## src/rtl/tmnt_audio_pkg.sv

```systemverilog
// Shared audio types: note indices, oscillator FSM states and period counts.
package tmnt_audio_pkg;

  localparam int NUM_NOTES = 12;

  localparam logic [3:0] NOTE_C  = 4'd0;
  localparam logic [3:0] NOTE_CS = 4'd1;
  localparam logic [3:0] NOTE_D  = 4'd2;
  localparam logic [3:0] NOTE_DS = 4'd3;
  localparam logic [3:0] NOTE_E  = 4'd4;
  localparam logic [3:0] NOTE_F  = 4'd5;
  localparam logic [3:0] NOTE_FS = 4'd6;
  localparam logic [3:0] NOTE_G  = 4'd7;
  localparam logic [3:0] NOTE_GS = 4'd8;
  localparam logic [3:0] NOTE_A  = 4'd9;
  localparam logic [3:0] NOTE_AS = 4'd10;
  localparam logic [3:0] NOTE_B  = 4'd11;

  typedef enum logic [1:0] {
    OSC_IDLE,
    OSC_PLAY,
    OSC_STOP
  } osc_state_t;

  typedef logic [15:0] period_t;

  // All twelve per-note period counts, index 0 = C.
  typedef logic [NUM_NOTES-1:0][15:0] div_bank_t;

endpackage

```

## src/rtl/note_oscillator_if.sv

```systemverilog
// Bundle between the divider stage / mixer and the note oscillator.
interface note_oscillator_if;
  import tmnt_audio_pkg::*;

  div_bank_t          div;
  logic [3:0]         note_sel;
  logic               key_on;
  logic               wave;
  logic signed [7:0]  sample;
  logic               period_tick;
  logic               active;

  modport master (
    output div, note_sel, key_on,
    input  wave, sample, period_tick, active
  );

  modport slave (
    input  div, note_sel, key_on,
    output wave, sample, period_tick, active
  );

endinterface

```

## src/rtl/note_div_mux.sv

```systemverilog
// Selects one note's period count, clamps it up to MIN_DIV and flags invalid note indices.
module note_div_mux
  import tmnt_audio_pkg::*;
#(
  parameter period_t MIN_DIV = 16'd2
) (
  input  div_bank_t  div,
  input  logic [3:0] note_sel,
  output period_t    sel_div,
  output logic       valid
);

  period_t raw;

  always_comb begin
    valid = (note_sel < 4'(NUM_NOTES));
    raw   = '0;
    if (valid) begin
      raw = div[note_sel];
    end
    sel_div = (raw < MIN_DIV) ? MIN_DIV : raw;
  end

endmodule

```

## src/rtl/note_oscillator.sv

```systemverilog
// Square-wave note oscillator; selection changes are only picked up at period boundaries
// so a period is never truncated.
module note_oscillator
  import tmnt_audio_pkg::*;
#(
  parameter logic signed [7:0] AMPLITUDE = 8'sd64,
  parameter period_t           MIN_DIV   = 16'd2
) (
  input logic              clk,
  input logic              rst,
  note_oscillator_if.slave osc
);

  osc_state_t state, state_nxt;
  period_t    count, count_nxt;
  period_t    div_act, div_act_nxt;
  period_t    sel_div;
  period_t    half;
  logic       sel_valid;
  logic       req;
  logic       wrap;
  logic       running;

  note_div_mux #(
    .MIN_DIV (MIN_DIV)
  ) u_div_mux (
    .div      (osc.div),
    .note_sel (osc.note_sel),
    .sel_div  (sel_div),
    .valid    (sel_valid)
  );

  assign req     = osc.key_on && sel_valid;
  assign half    = div_act >> 1;
  assign wrap    = (count == div_act - 16'd1);
  assign running = (state == OSC_PLAY) || (state == OSC_STOP);

  always_ff @(posedge clk or posedge rst) begin
    if (rst) begin
      state   <= OSC_IDLE;
      count   <= '0;
      div_act <= '0;
    end else begin
      state   <= state_nxt;
      count   <= count_nxt;
      div_act <= div_act_nxt;
    end
  end

  always_comb begin
    state_nxt   = state;
    count_nxt   = count;
    div_act_nxt = div_act;
    case (state)
      OSC_IDLE: begin
        if (req) begin
          state_nxt   = OSC_PLAY;
          count_nxt   = '0;
          div_act_nxt = sel_div;
        end
      end
      // PLAY and STOP run the counter identically; only req at the wrap decides reload vs. idle.
      OSC_PLAY, OSC_STOP: begin
        if (wrap) begin
          count_nxt = '0;
          if (req) begin
            state_nxt   = OSC_PLAY;
            div_act_nxt = sel_div;
          end else begin
            state_nxt = OSC_IDLE;
          end
        end else begin
          count_nxt = count + 16'd1;
          state_nxt = req ? OSC_PLAY : OSC_STOP;
        end
      end
      default: begin
        state_nxt = OSC_IDLE;
        count_nxt = '0;
      end
    endcase
  end

  // Outputs decode only registered state, so there is no input-to-output path.
  assign osc.wave        = running && (count < half);
  assign osc.sample      = !running ? 8'sd0 : (osc.wave ? AMPLITUDE : -AMPLITUDE);
  assign osc.period_tick = running && wrap;
  assign osc.active      = running;

endmodule

```

## src/flat_wrapper.sv

```systemverilog
// flat-port wrapper written by rule: the top's interface ports become plain ports
module note_oscillator_flat import tmnt_audio_pkg::*;
#(
  parameter logic signed [7:0] AMPLITUDE = 8'sd64,
  parameter period_t           MIN_DIV   = 16'd2
)
  (clk, rst, osc_div, osc_note_sel, osc_key_on, osc_wave, osc_sample, osc_period_tick, osc_active);
  note_oscillator_if osc_i ();
  input logic clk;
  input logic rst;
  input wire logic [$bits(osc_i.div)-1:0] osc_div;
  input wire logic [$bits(osc_i.note_sel)-1:0] osc_note_sel;
  input wire logic [$bits(osc_i.key_on)-1:0] osc_key_on;
  output wire logic [$bits(osc_i.wave)-1:0] osc_wave;
  output wire logic [$bits(osc_i.sample)-1:0] osc_sample;
  output wire logic [$bits(osc_i.period_tick)-1:0] osc_period_tick;
  output wire logic [$bits(osc_i.active)-1:0] osc_active;
  assign osc_i.div = osc_div;
  assign osc_i.note_sel = osc_note_sel;
  assign osc_i.key_on = osc_key_on;
  assign osc_wave = osc_i.wave;
  assign osc_sample = osc_i.sample;
  assign osc_period_tick = osc_i.period_tick;
  assign osc_active = osc_i.active;
  note_oscillator #(.AMPLITUDE(AMPLITUDE), .MIN_DIV(MIN_DIV)) u_core (.clk(clk), .rst(rst), .osc(osc_i));
endmodule
```

## config.mk

```make
export PLATFORM = sky130hd
export DESIGN_NAME = note_oscillator_flat
export DESIGN_NICKNAME = d
export VERILOG_FILES = /design/src/rtl/tmnt_audio_pkg.sv /design/src/rtl/note_oscillator_if.sv /design/src/rtl/note_div_mux.sv /design/src/rtl/note_oscillator.sv /design/src/flat_wrapper.sv
export SDC_FILE = /design/constraint.sdc
export NUM_CORES = 1
export LEC_CHECK = 0
export ABC_AREA = 1
export BUFFER_PORTS_ARGS = -buffer_cell sky130_fd_sc_hd__buf_4
export CAP_MARGIN = 20
export CORE_ASPECT_RATIO = 1.2
export CORE_MARGIN = 5
export CORE_UTILIZATION = 32
export CTS_CLUSTER_DIAMETER = 120
export DETAILED_ROUTE_END_ITERATION = 7
export GPL_ROUTABILITY_DRIVEN = 0
export PLACE_DENSITY = 0.66
export SLEW_MARGIN = 5
export SYNTH_ARGS = -nofsm -noshare
export SYNTH_HDL_FRONTEND = slang
export SYNTH_SLANG_ARGS = --single-unit
```

## constraint.sdc

```tcl
create_clock -name clk -period 3.7 [get_ports clk]
set_input_delay 0.185 -clock clk [delete_from_list [all_inputs] [get_ports clk]]
set_output_delay 0.185 -clock clk [all_outputs]
set_load 0.01 [all_outputs]
```

Word-level counts from Yosys, hierarchy flattened
Cells that the tools add are included.
{"block": "totals", "regBits": 34, "in_bits": 199, "out_inout_bits": 11, "word_cells": 39}
{"block": "op_classes", "n_addsub": 2, "magnitude_cmp": 4, "eq_ne": 5, "n_mux": 17, "n_reduce_logical": 8}
{"cell": "16-bit two-way mux", "count": 7}
{"cell": "16-bit binary-select mux with 4-bit select", "count": 1}
{"cell": "16-bit case mux with 2 select lines", "count": 2}
{"cell": "16-bit by 1-bit adder with 16-bit output, second input constant", "count": 1}
{"cell": "16-bit equality test", "count": 1}
{"cell": "16-bit by 15-bit < comparator with 1-bit output", "count": 1}
{"cell": "16-bit by 2-bit < comparator with 1-bit output, second input constant", "count": 1}
{"cell": "8-bit two-way mux", "count": 2}
{"cell": "16-bit by 1-bit subtractor with 16-bit output, second input constant", "count": 1}
{"cell": "2-bit two-way mux", "count": 3}
{"cell": "4-bit by 5-bit < comparator with 1-bit output, second input constant", "count": 1}
{"cell": "4-bit < comparator, second input constant", "count": 1}
{"cell": "2-bit by 1-bit != test with 1-bit output, second input constant", "count": 2}
{"cell": "2-bit case mux with 2 select lines", "count": 1}
{"cell": "1-bit logical AND", "count": 3}
{"cell": "2-bit by 1-bit equality test with 1-bit output, second input constant", "count": 1}
{"cell": "2-bit equality test, second input constant", "count": 1}
{"cell": "2-bit zero test", "count": 1}
{"cell": "2-bit AND reduction", "count": 1}
{"cell": "2-bit nonzero test", "count": 1}
{"cell": "2-bit OR reduction", "count": 1}
{"cell": "1-bit logical OR", "count": 1}
{"cell": "1-bit two-way mux", "count": 1}

Depth between registers and ports, before layout
{"block": "depth", "depth_word": 8, "ltp_mapped": 16}

Modules after synthesis
From an unflattened synthesis, not the netlist that was laid out.
{"block": "hier_totals", "hier_cells": 920, "area_unflattened_um2": 5034.8}
{"mod": "note_oscillator", "instances": 1, "cells_each": 451, "area_each_um2": 2974.1, "seq_area_each_um2": 850.8}
{"mod": "note_div_mux", "instances": 1, "cells_each": 469, "area_each_um2": 2060.7, "seq_area_each_um2": 0.0}

Worst setup path after synthesis
Ideal clock, no wire load.
{"block": "synth_timing", "path_kind": "register to register", "start": "register u_core.div_act[0]", "end": "register u_core.div_act[3]", "setup_ps": 118, "t_arrival_ps": 2008, "t_required_ps": 3582, "slack_ps": 1574, "stages_incl_launch_ff": 17, "cell_sequence": "dfrtp_1 -> inv_1 -> ha_1 -> nand2_1 -> nor2_1 -> nand3_1 -> nand2_1 -> nand2_1 -> nor2_1 -> nand2_1 -> nor2_2 -> nand3_4 -> nand2_2 -> nand2_4 -> buf_6 -> nand2_1 -> nand2_1"}
{"block": "synth_via", "elab_chain_cells": 4}
{"element": "from (decl)", "line_no": "note_oscillator.sv:16", "rtl": "period_t div_act, div_act_nxt;"}
{"element": "from (signal assigned)", "line_no": "note_oscillator.sv:46", "rtl": "div_act <= div_act_nxt;"}
{"element": "16-bit by 1-bit subtractor with 16-bit output", "line_no": "note_oscillator.sv:35", "rtl": "assign wrap = (count == div_act - 16'd1);"}
{"element": "16-bit equality test", "line_no": "note_oscillator.sv:35"}
{"element": "2-bit by 1-bit != test with 1-bit output (no line)"}
{"element": "2-bit AND reduction (no line)"}
Every way passes these cells.
A chain may end at the register's enable or synchronous reset.

Worst setup path after layout
{"block": "layout_timing", "start": "register u_core.div_act[0]", "end": "register u_core.div_act[15]"}
The elaborated chain is that of the path after synthesis.

==> qor.yml <==
fin_skew_ns: 0.00829
arrival_ns: 2.81
worst_pin_slew_ns: 0.829
vias: 6151
crit_start: "u_core.div_act[0]$_DFFE_PP0P_"
tns_ns: 0
cts_tree: "done"
clock_path_buffers: 2
crit_slowest_cell: "dfrtp_1"
path_max_fanout: 19
grt_usage_pct: 20.4
crit_top_cell: "nand2_1"
period_share_pct: 69.9
yosysUniqueCellTypes: 41
postCtsSetupRepairBufs: 0
crit_path_end_kind: "flop"
synth_seq_cells: 34
yosysSeqAreaShare_pct: 17.8
async_flop_share_pct: 100
hold_class: "input port to asynchronous set/reset pin"
clock-root-buffer: "clkbuf_16"
rr_startpoint: "u_core.div_act[0]$_DFFE_PP0P_"
cts_buffers: 5
antenna_found_initial: 0
cts_resized: 0
grt_setup_unrepaired: "false"
synth_top_area_share_pct: 28.3
clkTransAtPathRegs_ns: 0.06
setup_viol: 0
drv_slew: 0
syn_area_sq_mm: 0.00477
dieArea_sq_mm: 0.0175
hold_violations: 0
regArea_sq_um: 851
critPathRequiredTime_ns: 3.92
holdBufCountCts: 0
grt_pass1_vias: 5924
r2r_cells: 13
synthCells: 881
placed_cells: 1246
crit_chain: "inv_1, ha_1, nand2_1, nor2_1, nand2_1, nand2_1, nand2_1, nand3b_1, nor2_1, nand3_4, a21oi_4, nand2_1, nand2_1"
fmax_ghz: 0.387
start_util_pct: 32.2
hpwl_um: 14700
r2r_slack_ns: 1.11
power_mw: 2.64
fill_cells: 1681
grt_overflow: 0
vdd_ir_drop_max_uv: 206
die_w_um: 121
relSlewSlack_pct: 44.5
cap_viol_max_count: 0
htreeDepth: 2
finalNonFillerCells: 1254
finalWirelength_um: 18000
first_pass_iters: 5
final_core_util_pct: 44.0
power_density_mw_per_mm2: 404
synth.area.top_cells: "nand2_1 (28%), dfrtp_1 (18%), nand3_1 (16%)"
grt_start_max_net_pins: 85
ys.flop_type: "dfrtp_1"
crit_end: "u_core.div_act[15]$_DFFE_PP0P_"
status: "finished, final reports clean"
antenna_cells: 0
ys.warnings.count: 0
leakagePower_nw: 3.56
synth_area_leader_cell: "nand2_1"
detail-route-antenna-nets: 0
first_iter_violations: 301
fin_nets: 1266
fin_crit_ns: 2.59
portBuffers: 203
reg2reg_to: "u_core.div_act[15]$_DFFE_PP0P_"
wl_per_cell_um: 14.4
drive_gt1_share_pct: 22.9
synth.avg_cell_area_sq_um: 5.42
clk_latency_ns: 0.28
ioPinCount: 210
coreArea_sq_mm: 0.0148
die_h_um: 144
remaining_drc_errors: 0
worstSetupStartpointType: "flop"
synth-edff-count: 0
path_class: "flop to flop"
clock-sinks: 34
grt_pass1_wl_um: 28700
rows: 49
viasPerCell: 4.91
holdWs_ns: 0.000588
multiInputGateArea_sq_mm: 0.00340
areaGrowthSynthToFinish_pct: 36.9
critPathMaxStageDelay_ns: 0.41
worst max-delay path, delay by kind of cell (launching register included):
family | cells | cell delay, ns
AO/OA/AOI/OAI | 1 | 0.41
buffers and inverters | 1 | 0.13
adder cells (fa/ha/maj) | 1 | 0.24
flip-flops | 1 | 0.41
AND/OR/NAND/NOR | 10 | 1.32
layout by cell type, fill, tap and decap left out, types with 9 or more instances in the layout:
master   Yosys  layout
nor2_1      59      59
o21ai_0     36      36
nand3_1    150     150
a21oi_1     14      14
nand2_1    360     360
buf_4        7     206
nand4_1     18      18
dfrtp_1     34      34
or2_2        9       9
ha_1        18      18
inv_1       75      75
cell type report:
class,instances,area share [%]
flip-flops and latches,34,13.0
clock inverters,2,0.191
well taps,204,3.91
multi-input cells,722,52.0
clock buffers,6,2.13
inverters,78,4.48
repair buffers,208,24.3
per-stage QoR:
stage	setup slack (ns)	cell area (sq um)
2_1_floorplan	1.57	4790
5_1_grt	0.853	6530
3_3_place_gp	1.17	6380
4_1_cts	1.11	6530
3_5_place_dp	1.12	6380
6_report	1.11	6530
synth_stat cells (2+ instances only):
cell and instances:
nand2_1 360, nand3_1 150, inv_1 75, nor2_1 59
o21ai_0 36, dfrtp_1 34, clkbuf_1 27, ha_1 18
nand4_1 18, a21oi_1 14, buf_2 10, or2_2 9
buf_4 7, xnor2_1 7, xor2_1 7, buf_1 5
nor2_2 5, nor3_1 5, nand3b_1 4, o211ai_1 4
o22ai_1 4, buf_6 2, clkinv_1 2, nand2_2 2
metal layers:
metal	vias up	wire length [um]	GRT usage [%]	part of all wire [%]
li1	3155	-	-	-
met1	2750	7020	23.5	39
met2	213	9120	37.3	51
met3	33	1350	4.29	7.5
met4	0	535	6.61	3.0
met5	-	0	0	0
sequential cells by signal, indices dropped and copies added (netlist names):
signal,flops
u_core.count,16
u_core.div_act,16
u_core.state,2
report_power, final:
group / internal [mW] / total (mW) / switching (mW)
combinational: 0.630 / 1.60 / 0.967
clock: 0.266 / 0.426 / 0.160
sequential: 0.466 / 0.617 / 0.151
worst min-delay path by stage:
stage               from                           to  slack (ns)
detailed placement   rst  u_core.count[2]$_DFFE_PP0P_        0.32
floorplan            rst  u_core.count[0]$_DFFE_PP0P_        0.33
finish               rst  u_core.count[2]$_DFFE_PP0P_      0.0006
global route         rst  u_core.count[2]$_DFFE_PP0P_        0.06
CTS                  rst  u_core.state[1]$_DFFE_PP0P_        0.02
global placement     rst  u_core.count[4]$_DFFE_PP0P_        0.31
cells by family after synthesis:
logic type      after synthesis  synth area share, %
compound gates               65                 7.66
flops                        34                 17.8
buf+inv                     130                 11.4
fa+ha+maj                    18                 4.72
other cells                   1               0.0786
simple gates                619                 55.8
xor+xnor                     14                 2.57
Note: power is estimated with default switching activity, not from simulation.
